===== src/rtl/vigna_axil_bridge.sv =====
// Vigna simple-interface port to AXI4-Lite master bridge with configurable widths,
// bus-error capture and a per-transaction timeout watchdog.
module vigna_axil_bridge #(
  parameter int          ADDR_W   = 32,
  parameter int          DATA_W   = 32,
  parameter logic [2:0]  PROT     = 3'b000,
  parameter int          TIMEOUT  = 1024,
  parameter logic [DATA_W-1:0] ERR_DATA = '1
) (
  input  logic                clk,
  input  logic                resetn,
  input  logic                s_valid,
  output logic                s_ready,
  input  logic [ADDR_W-1:0]   s_addr,
  input  logic [DATA_W-1:0]   s_wdata,
  input  logic [DATA_W/8-1:0] s_wstrb,
  output logic [DATA_W-1:0]   s_rdata,
  output logic                m_arvalid,
  input  logic                m_arready,
  output logic [ADDR_W-1:0]   m_araddr,
  output logic [2:0]          m_arprot,
  input  logic                m_rvalid,
  output logic                m_rready,
  input  logic [DATA_W-1:0]   m_rdata,
  input  logic [1:0]          m_rresp,
  output logic                m_awvalid,
  input  logic                m_awready,
  output logic [ADDR_W-1:0]   m_awaddr,
  output logic [2:0]          m_awprot,
  output logic                m_wvalid,
  input  logic                m_wready,
  output logic [DATA_W-1:0]   m_wdata,
  output logic [DATA_W/8-1:0] m_wstrb,
  input  logic                m_bvalid,
  output logic                m_bready,
  input  logic [1:0]          m_bresp,
  output logic                err_valid,
  output logic [1:0]          err_code,
  output logic [ADDR_W-1:0]   err_addr
);

  localparam int STRB_W = DATA_W / 8;
  localparam int CNT_W = (TIMEOUT > 1) ? $clog2(TIMEOUT) : 1;
  localparam int TO_LAST_I = (TIMEOUT > 0) ? TIMEOUT - 1 : 0;
  localparam logic [CNT_W-1:0] TO_LAST = TO_LAST_I[CNT_W-1:0];
  localparam logic [1:0] CODE_TIMEOUT = 2'b11;

  typedef enum logic [2:0] {IDLE, RD_ADDR, RD_DATA, WR_REQ, WR_RESP, DONE} state_t;

  state_t              r_state, w_stateNxt;
  logic [ADDR_W-1:0]   r_addr, w_addrNxt;
  logic [DATA_W-1:0]   r_wdata, w_wdataNxt;
  logic [STRB_W-1:0]   r_wstrb, w_wstrbNxt;
  logic                r_arvalid, w_arvalidNxt;
  logic                r_awvalid, w_awvalidNxt;
  logic                r_wvalid, w_wvalidNxt;
  logic                r_sReady, w_sReadyNxt;
  logic [DATA_W-1:0]   r_sRdata, w_sRdataNxt;
  logic                r_errValid, w_errValidNxt;
  logic [1:0]          r_errCode, w_errCodeNxt;
  logic [ADDR_W-1:0]   r_errAddr, w_errAddrNxt;
  logic [CNT_W-1:0]    r_count, w_countNxt;
  logic                w_busy;
  logic                w_timeout;

  // Error responses (resp[1] set) map SLVERR to 01 and DECERR to 10, leaving 11 for timeout.
  function automatic logic [1:0] respToCode(input logic [1:0] resp);
    return resp[0] ? 2'b10 : 2'b01;
  endfunction

  assign w_busy = (r_state == RD_ADDR) || (r_state == RD_DATA) ||
                  (r_state == WR_REQ)  || (r_state == WR_RESP);
  assign w_timeout = (TIMEOUT != 0) && w_busy && (r_count == TO_LAST);

  always_comb begin
    w_stateNxt    = r_state;
    w_addrNxt     = r_addr;
    w_wdataNxt    = r_wdata;
    w_wstrbNxt    = r_wstrb;
    w_arvalidNxt  = r_arvalid;
    w_awvalidNxt  = r_awvalid;
    w_wvalidNxt   = r_wvalid;
    w_sReadyNxt   = r_sReady;
    w_sRdataNxt   = r_sRdata;
    w_errValidNxt = 1'b0;
    w_errCodeNxt  = r_errCode;
    w_errAddrNxt  = r_errAddr;
    w_countNxt    = r_count;

    case (r_state)
      IDLE: begin
        if (s_valid && !r_sReady) begin
          w_addrNxt  = s_addr;
          w_wdataNxt = s_wdata;
          w_wstrbNxt = s_wstrb;
          w_countNxt = '0;
          if (s_wstrb == '0) begin
            w_arvalidNxt = 1'b1;
            w_stateNxt   = RD_ADDR;
          end else begin
            w_awvalidNxt = 1'b1;
            w_wvalidNxt  = 1'b1;
            w_stateNxt   = WR_REQ;
          end
        end
      end
      RD_ADDR: begin
        if (m_arready) begin
          w_arvalidNxt = 1'b0;
          w_stateNxt   = RD_DATA;
        end
      end
      RD_DATA: begin
        if (m_rvalid) begin
          w_sReadyNxt = 1'b1;
          w_stateNxt  = DONE;
          if (m_rresp[1]) begin
            w_sRdataNxt   = ERR_DATA;
            w_errValidNxt = 1'b1;
            w_errCodeNxt  = respToCode(m_rresp);
            w_errAddrNxt  = r_addr;
          end else begin
            w_sRdataNxt = m_rdata;
          end
        end
      end
      WR_REQ: begin
        // AW and W retire independently; move on once neither is still outstanding.
        if (m_awready) w_awvalidNxt = 1'b0;
        if (m_wready)  w_wvalidNxt  = 1'b0;
        if ((!r_awvalid || m_awready) && (!r_wvalid || m_wready)) begin
          w_stateNxt = WR_RESP;
        end
      end
      WR_RESP: begin
        if (m_bvalid) begin
          w_sReadyNxt = 1'b1;
          w_stateNxt  = DONE;
          if (m_bresp[1]) begin
            w_errValidNxt = 1'b1;
            w_errCodeNxt  = respToCode(m_bresp);
            w_errAddrNxt  = r_addr;
          end
        end
      end
      DONE: begin
        if (!s_valid) begin
          w_sReadyNxt = 1'b0;
          w_stateNxt  = IDLE;
        end
      end
      default: w_stateNxt = IDLE;
    endcase

    if (w_busy) begin
      w_countNxt = r_count + CNT_W'(1);
    end

    // A hung slave is abandoned; any late response it produces is ignored.
    if (w_timeout) begin
      w_arvalidNxt  = 1'b0;
      w_awvalidNxt  = 1'b0;
      w_wvalidNxt   = 1'b0;
      w_sRdataNxt   = ERR_DATA;
      w_sReadyNxt   = 1'b1;
      w_errValidNxt = 1'b1;
      w_errCodeNxt  = CODE_TIMEOUT;
      w_errAddrNxt  = r_addr;
      w_stateNxt    = DONE;
    end
  end

  always_ff @(posedge clk) begin
    if (!resetn) begin
      r_state    <= IDLE;
      r_addr     <= '0;
      r_wdata    <= '0;
      r_wstrb    <= '0;
      r_arvalid  <= 1'b0;
      r_awvalid  <= 1'b0;
      r_wvalid   <= 1'b0;
      r_sReady   <= 1'b0;
      r_sRdata   <= '0;
      r_errValid <= 1'b0;
      r_errCode  <= 2'b00;
      r_errAddr  <= '0;
      r_count    <= '0;
    end else begin
      r_state    <= w_stateNxt;
      r_addr     <= w_addrNxt;
      r_wdata    <= w_wdataNxt;
      r_wstrb    <= w_wstrbNxt;
      r_arvalid  <= w_arvalidNxt;
      r_awvalid  <= w_awvalidNxt;
      r_wvalid   <= w_wvalidNxt;
      r_sReady   <= w_sReadyNxt;
      r_sRdata   <= w_sRdataNxt;
      r_errValid <= w_errValidNxt;
      r_errCode  <= w_errCodeNxt;
      r_errAddr  <= w_errAddrNxt;
      r_count    <= w_countNxt;
    end
  end

  assign s_ready   = r_sReady;
  assign s_rdata   = r_sRdata;
  assign m_arvalid = r_arvalid;
  assign m_araddr  = r_addr;
  assign m_arprot  = PROT;
  assign m_rready  = (r_state == RD_DATA);
  assign m_awvalid = r_awvalid;
  assign m_awaddr  = r_addr;
  assign m_awprot  = PROT;
  assign m_wvalid  = r_wvalid;
  assign m_wdata   = r_wdata;
  assign m_wstrb   = r_wstrb;
  assign m_bready  = (r_state == WR_RESP);
  assign err_valid = r_errValid;
  assign err_code  = r_errCode;
  assign err_addr  = r_errAddr;

endmodule

===== config.mk =====
export PLATFORM = sky130hd
export DESIGN_NAME = vigna_axil_bridge
export DESIGN_NICKNAME = d
export VERILOG_FILES = /design/src/rtl/vigna_axil_bridge.sv
export SDC_FILE = /design/constraint.sdc
export NUM_CORES = 1
export LEC_CHECK = 0
export CAP_MARGIN = 5
export CORE_ASPECT_RATIO = 0.9
export CORE_UTILIZATION = 41
export CTS_CLUSTER_DIAMETER = 40
export DETAILED_ROUTE_END_ITERATION = 7
export HOLD_SLACK_MARGIN = 0.03
export PLACE_DENSITY = 0.8
export SYNTH_ARGS = -nofsm -noshare
export SYNTH_HDL_FRONTEND = slang
export SYNTH_SLANG_ARGS = --single-unit

===== constraint.sdc =====
create_clock -name clk -period 2.45 [get_ports clk]
set_clock_uncertainty 0.05 [all_clocks]
set_input_delay 0.49 -clock clk [delete_from_list [all_inputs] [get_ports clk]]
set_output_delay 0.49 -clock clk [all_outputs]
set_load 0.02 [all_outputs]

==> impl.org <==
** Critical path
- Critical Path AT :: 1.81 ns
- Cell family contributing the most delay on the critical path :: buffers and inverters
- The worst setup path is captured at an output pin.
- WP buf/inv :: 1
- The slowest stage of the critical path is the sky130_fd_sc_hd__clkdlybuf4s50_1 cell.
- Kind of start point of the critical path :: flip-flop
- For the worst setup path, the data required time is 1.91 ns.
- The critical path is of the reg -> out type.
- Along the worst path, the maximum fanout reaches 5.
- On the worst path, the slowest cell contributes a delay of 0.63 ns.
- Crit path cell chain :: nand2b_1 -> nor2_1 -> clkdlybuf4s50_1

** STA
- The worst path needs 2.35 ns of the cycle, external delays included.
- Achievable Freq :: 0.425 GHz
- The worst path uses 96.1% of the clock period.
- Final-report setup violation count :: 0
- The number of slew-limit violations in the final report came to 0.
- Worst slew pin tran :: 0.648 ns
- Total negative slack for setup checks :: 0 ns
- The total count of hold-check failures in the final report was 0.
- The worst pin sits at a relative slew slack of 56.8%.
- Unrepaired setup endpoints after global routing :: no

** Place
- Dpl hpwl :: 12.4 mm
- Placed Cells incl. Taps :: 1165
- Routability-driven placement finished with a final weighted congestion of 0.807.
- I/O Buffers :: 284

** Final layout
- # fillers :: 1205
- The library cell used most frequently in the layout, excluding fill and tap cells, is sky130_fd_sc_hd__clkdlybuf4s50_1.
- Nets@finish :: 1099
- In the layout the commonest cells are sky130_fd_sc_hd__clkdlybuf4s50_1, sky130_fd_sc_hd__nand2_1, sky130_fd_sc_hd__dfxtp_1.
- Final non-filler cell total :: 1197
- Antenna diode instance count :: 0
- In the final layout, the share of cells above drive strength 1 is 6.11%.
- Relative to the synthesized area, the layout overhead comes to 56.1%.

** Die
- I/O Pins :: 291
- Total number of placement rows :: 42
- The die is 131 microns wide.
- Area of the placeable core :: 14700 sq um
- The initial utilization of the core area, before any placement, comes to 41.9%.
- The die covers 15500 sq um.
- Die Y-Extent :: 118 microns

** Power
- Internal portion of total power :: 6.27 mW
- Net switching component of the power :: 3.46 mW
- Combinational cells account for 39.6% of the total power.
- Static leakage power :: 3.57 nW
- Register share of total power :: 33.5%
- Fraction of power spent switching nets :: 35.5%
- Worst IR Drop VDD :: 0.586 mV
- Clock power frac :: 27.0%
- Dividing total power by cell area gives a power density of 1010 nW/um^2.

** Global route
- Global routing finished with a remaining overflow of 0.
- The number of global-route vias before repair was 5594.
- Global-route wire length before repair :: 28.4 mm
- Antenna violations before repair :: 0
- Entering global routing, the biggest net connects 67 pins.
- In the global route stage, overall resource usage came out at 23.0%.

** Routing
- Routed WL per cell :: 14.8 microns
- Remaining number of nets flagged by the antenna check after routing :: 0
- Wire segments on met3 add up to 1.44 mm in the final route.
- For this block, wires on met1 add up to 7.40 mm.
- Highest signal layer in the routed design :: met4
- Vias per cell :: 5.00
- After detailed routing, the total wire length is 17.8 mm.
- Total vias in the final route :: 5986
- Number of detailed-routing iterations run before antenna repair :: 5
- Wire length on met2 :: 8.68 mm
- After detailed routing, the number of remaining DRC violations is 0.
- The detailed router finished its first iteration with 226 violations.

** Synthesis
- The Yosys step of the flow raised 0 warnings.
- Avg Inst Size Synth :: 8.24 sq um
- The synthesized design contains 152 register bits.
- In the synthesized netlist the async set-or-reset flop fraction comes to 0%.
- The synthesized netlist contains 47 unique library cells.
- The mapped netlist covers 6170 sq um.
- Sequential-to-total area share from yosys stat :: 49.3%
- Commonest register cell after synthesis :: sky130_fd_sc_hd__dfxtp_1
- Counting every instance in the synthesized netlist gives 749.
- Yosys mapped a number of flops with a built-in enable equal to 0.

** Clock network
- Library cell used as clock root buffer :: sky130_fd_sc_hd__clkbuf_16
- Sinks on Clock Net :: 152
- Reg clk slew, reported paths :: 0.06 ns
- Buffers inserted during clock tree synthesis total 17.
- The clock passes through at most 2 buffers.
- CTS built an H-tree with a depth of 4.
- In this run the post-CTS setup repair buffer count came out at 0.
- TritonCTS built the clock tree.
- Clk_lat worst skew :: 0.42 ns

** Status
- Status :: completed

** Flow run
- The tool flagged a number of max-cap violations equal to 0.

** Worst hold path
- HP Class :: reg -> reg
## power groups by stage
stage / Clock [mW] / Combinational, mW / Sequential [mW]
floorplan: 0 / 1.80 / 3.71
global placement: 0 / 3.82 / 3.29
detailed placement: 0 / 3.86 / 3.30
CTS: 2.67 / 3.88 / 3.26
global route: 2.79 / 4.18 / 3.32
finish: 2.62 / 3.85 / 3.26
## Yosys cell counts, types with 3 or more instances
library cell	n	area, sq um
sky130_fd_sc_hd__a211oi_1	3	22.5
sky130_fd_sc_hd__a21oi_1	114	571
sky130_fd_sc_hd__a22oi_1	3	22.5
sky130_fd_sc_hd__a31oi_1	4	25.0
sky130_fd_sc_hd__buf_2	12	60.1
sky130_fd_sc_hd__buf_4	38	285
sky130_fd_sc_hd__clkbuf_1	41	154
sky130_fd_sc_hd__dfxtp_1	152	3040
sky130_fd_sc_hd__inv_1	3	11.3
sky130_fd_sc_hd__mux2i_1	34	340
sky130_fd_sc_hd__nand2_1	206	773
sky130_fd_sc_hd__nand2b_1	4	25.0
sky130_fd_sc_hd__nand3_1	6	30.0
sky130_fd_sc_hd__nand4b_1	4	35.0
sky130_fd_sc_hd__nor2_1	9	33.8
sky130_fd_sc_hd__nor3_1	8	40.0
sky130_fd_sc_hd__nor3b_1	3	22.5
sky130_fd_sc_hd__o21ai_0	33	165
sky130_fd_sc_hd__or3_1	32	200
sky130_fd_sc_hd__or4_1	5	37.5
## per-stage QoR
step | utilization [%] | power [mW] | setup slack (ns) | area, sq um | hold WS [ns]
after global placement | 61.4 | 7.10 | 0.186 | 9040 | 0.391
after CTS | 65.4 | 9.81 | 0.0309 | 9630 | 0.404
after floorplan | - | 5.51 | 0.563 | 6190 | 0.406
after global routing | 65.5 | 10.3 | 0.00773 | 9630 | 0.418
final | 65.5 | 9.73 | 0.0951 | 9630 | 0.403
after detailed placement | 61.4 | 7.17 | 0.156 | 9040 | 0.396
## layer usage
| layer | track usage [%] | vias up |
|---|---|---|
| met5 | 0 | - |
| met1 | 25.7 | 2780 |
| li1 | - | 2970 |
| met3 | 7.89 | 16 |
| met2 | 40.4 | 220 |
| met4 | 8.07 | 0 |
## state kept, by name, indices dropped and copies added (netlist names)
register / count
m_araddr: 32
s_ready: 1
m_wvalid: 1
m_awvalid: 1
err_addr: 32
m_arvalid: 1
s_rdata: 32
err_valid: 1
r_count: 10
m_wstrb: 4
m_wdata: 32
r_state: 3
err_code: 2
## area by class of cell
| type | instances | area [sq um] | area share (%) |
|---|---|---|---|
| inverter | 4 | 17.5 | 0.182 |
| timing repair buffer | 305 | 3090 | 32.0 |
| clock buffer | 19 | 433 | 4.50 |
| clock inverter | 13 | 153 | 1.59 |
| sequential | 152 | 3040 | 31.6 |
| tap | 198 | 248 | 2.57 |
| multi-input combinational | 506 | 2650 | 27.5 |
## cells by family after synthesis
kind of cell / synth area share (%)
DFF: 49.3
other: 0.0608
AOI/OAI and AO/OA: 15.5
and+or+nand+nor: 20.8
muxes: 5.70
adders and majority gates: 0.203
buffers and inverters: 8.39
## worst paths after layout
path                    from    endpoint  slack (ns)  cells after the start
setup / recovery  r_state[1]    m_rready         0.1                      3
hold / removal    m_wdata[1]  m_wdata[1]        0.40                      2
setup reg to reg  r_state[0]  r_count[8]        0.41                      4
hold reg to reg   m_wdata[1]  m_wdata[1]        0.40                      2
## tightest hold or removal path, delay by kind of cell, from the launching register on
kind             cells  cell delay [ns]
AND/OR/NAND/NOR      1             0.05
flip-flops           1             0.30
AO/OA/AOI/OAI        1             0.05
## timing repair
action | CTS | global route
hold buffers | 0 | 0
resized for setup | 1 | 1
setup endpoints to repair | 1 | 1
No activity file was read; power rests on OpenSTA's default activity.
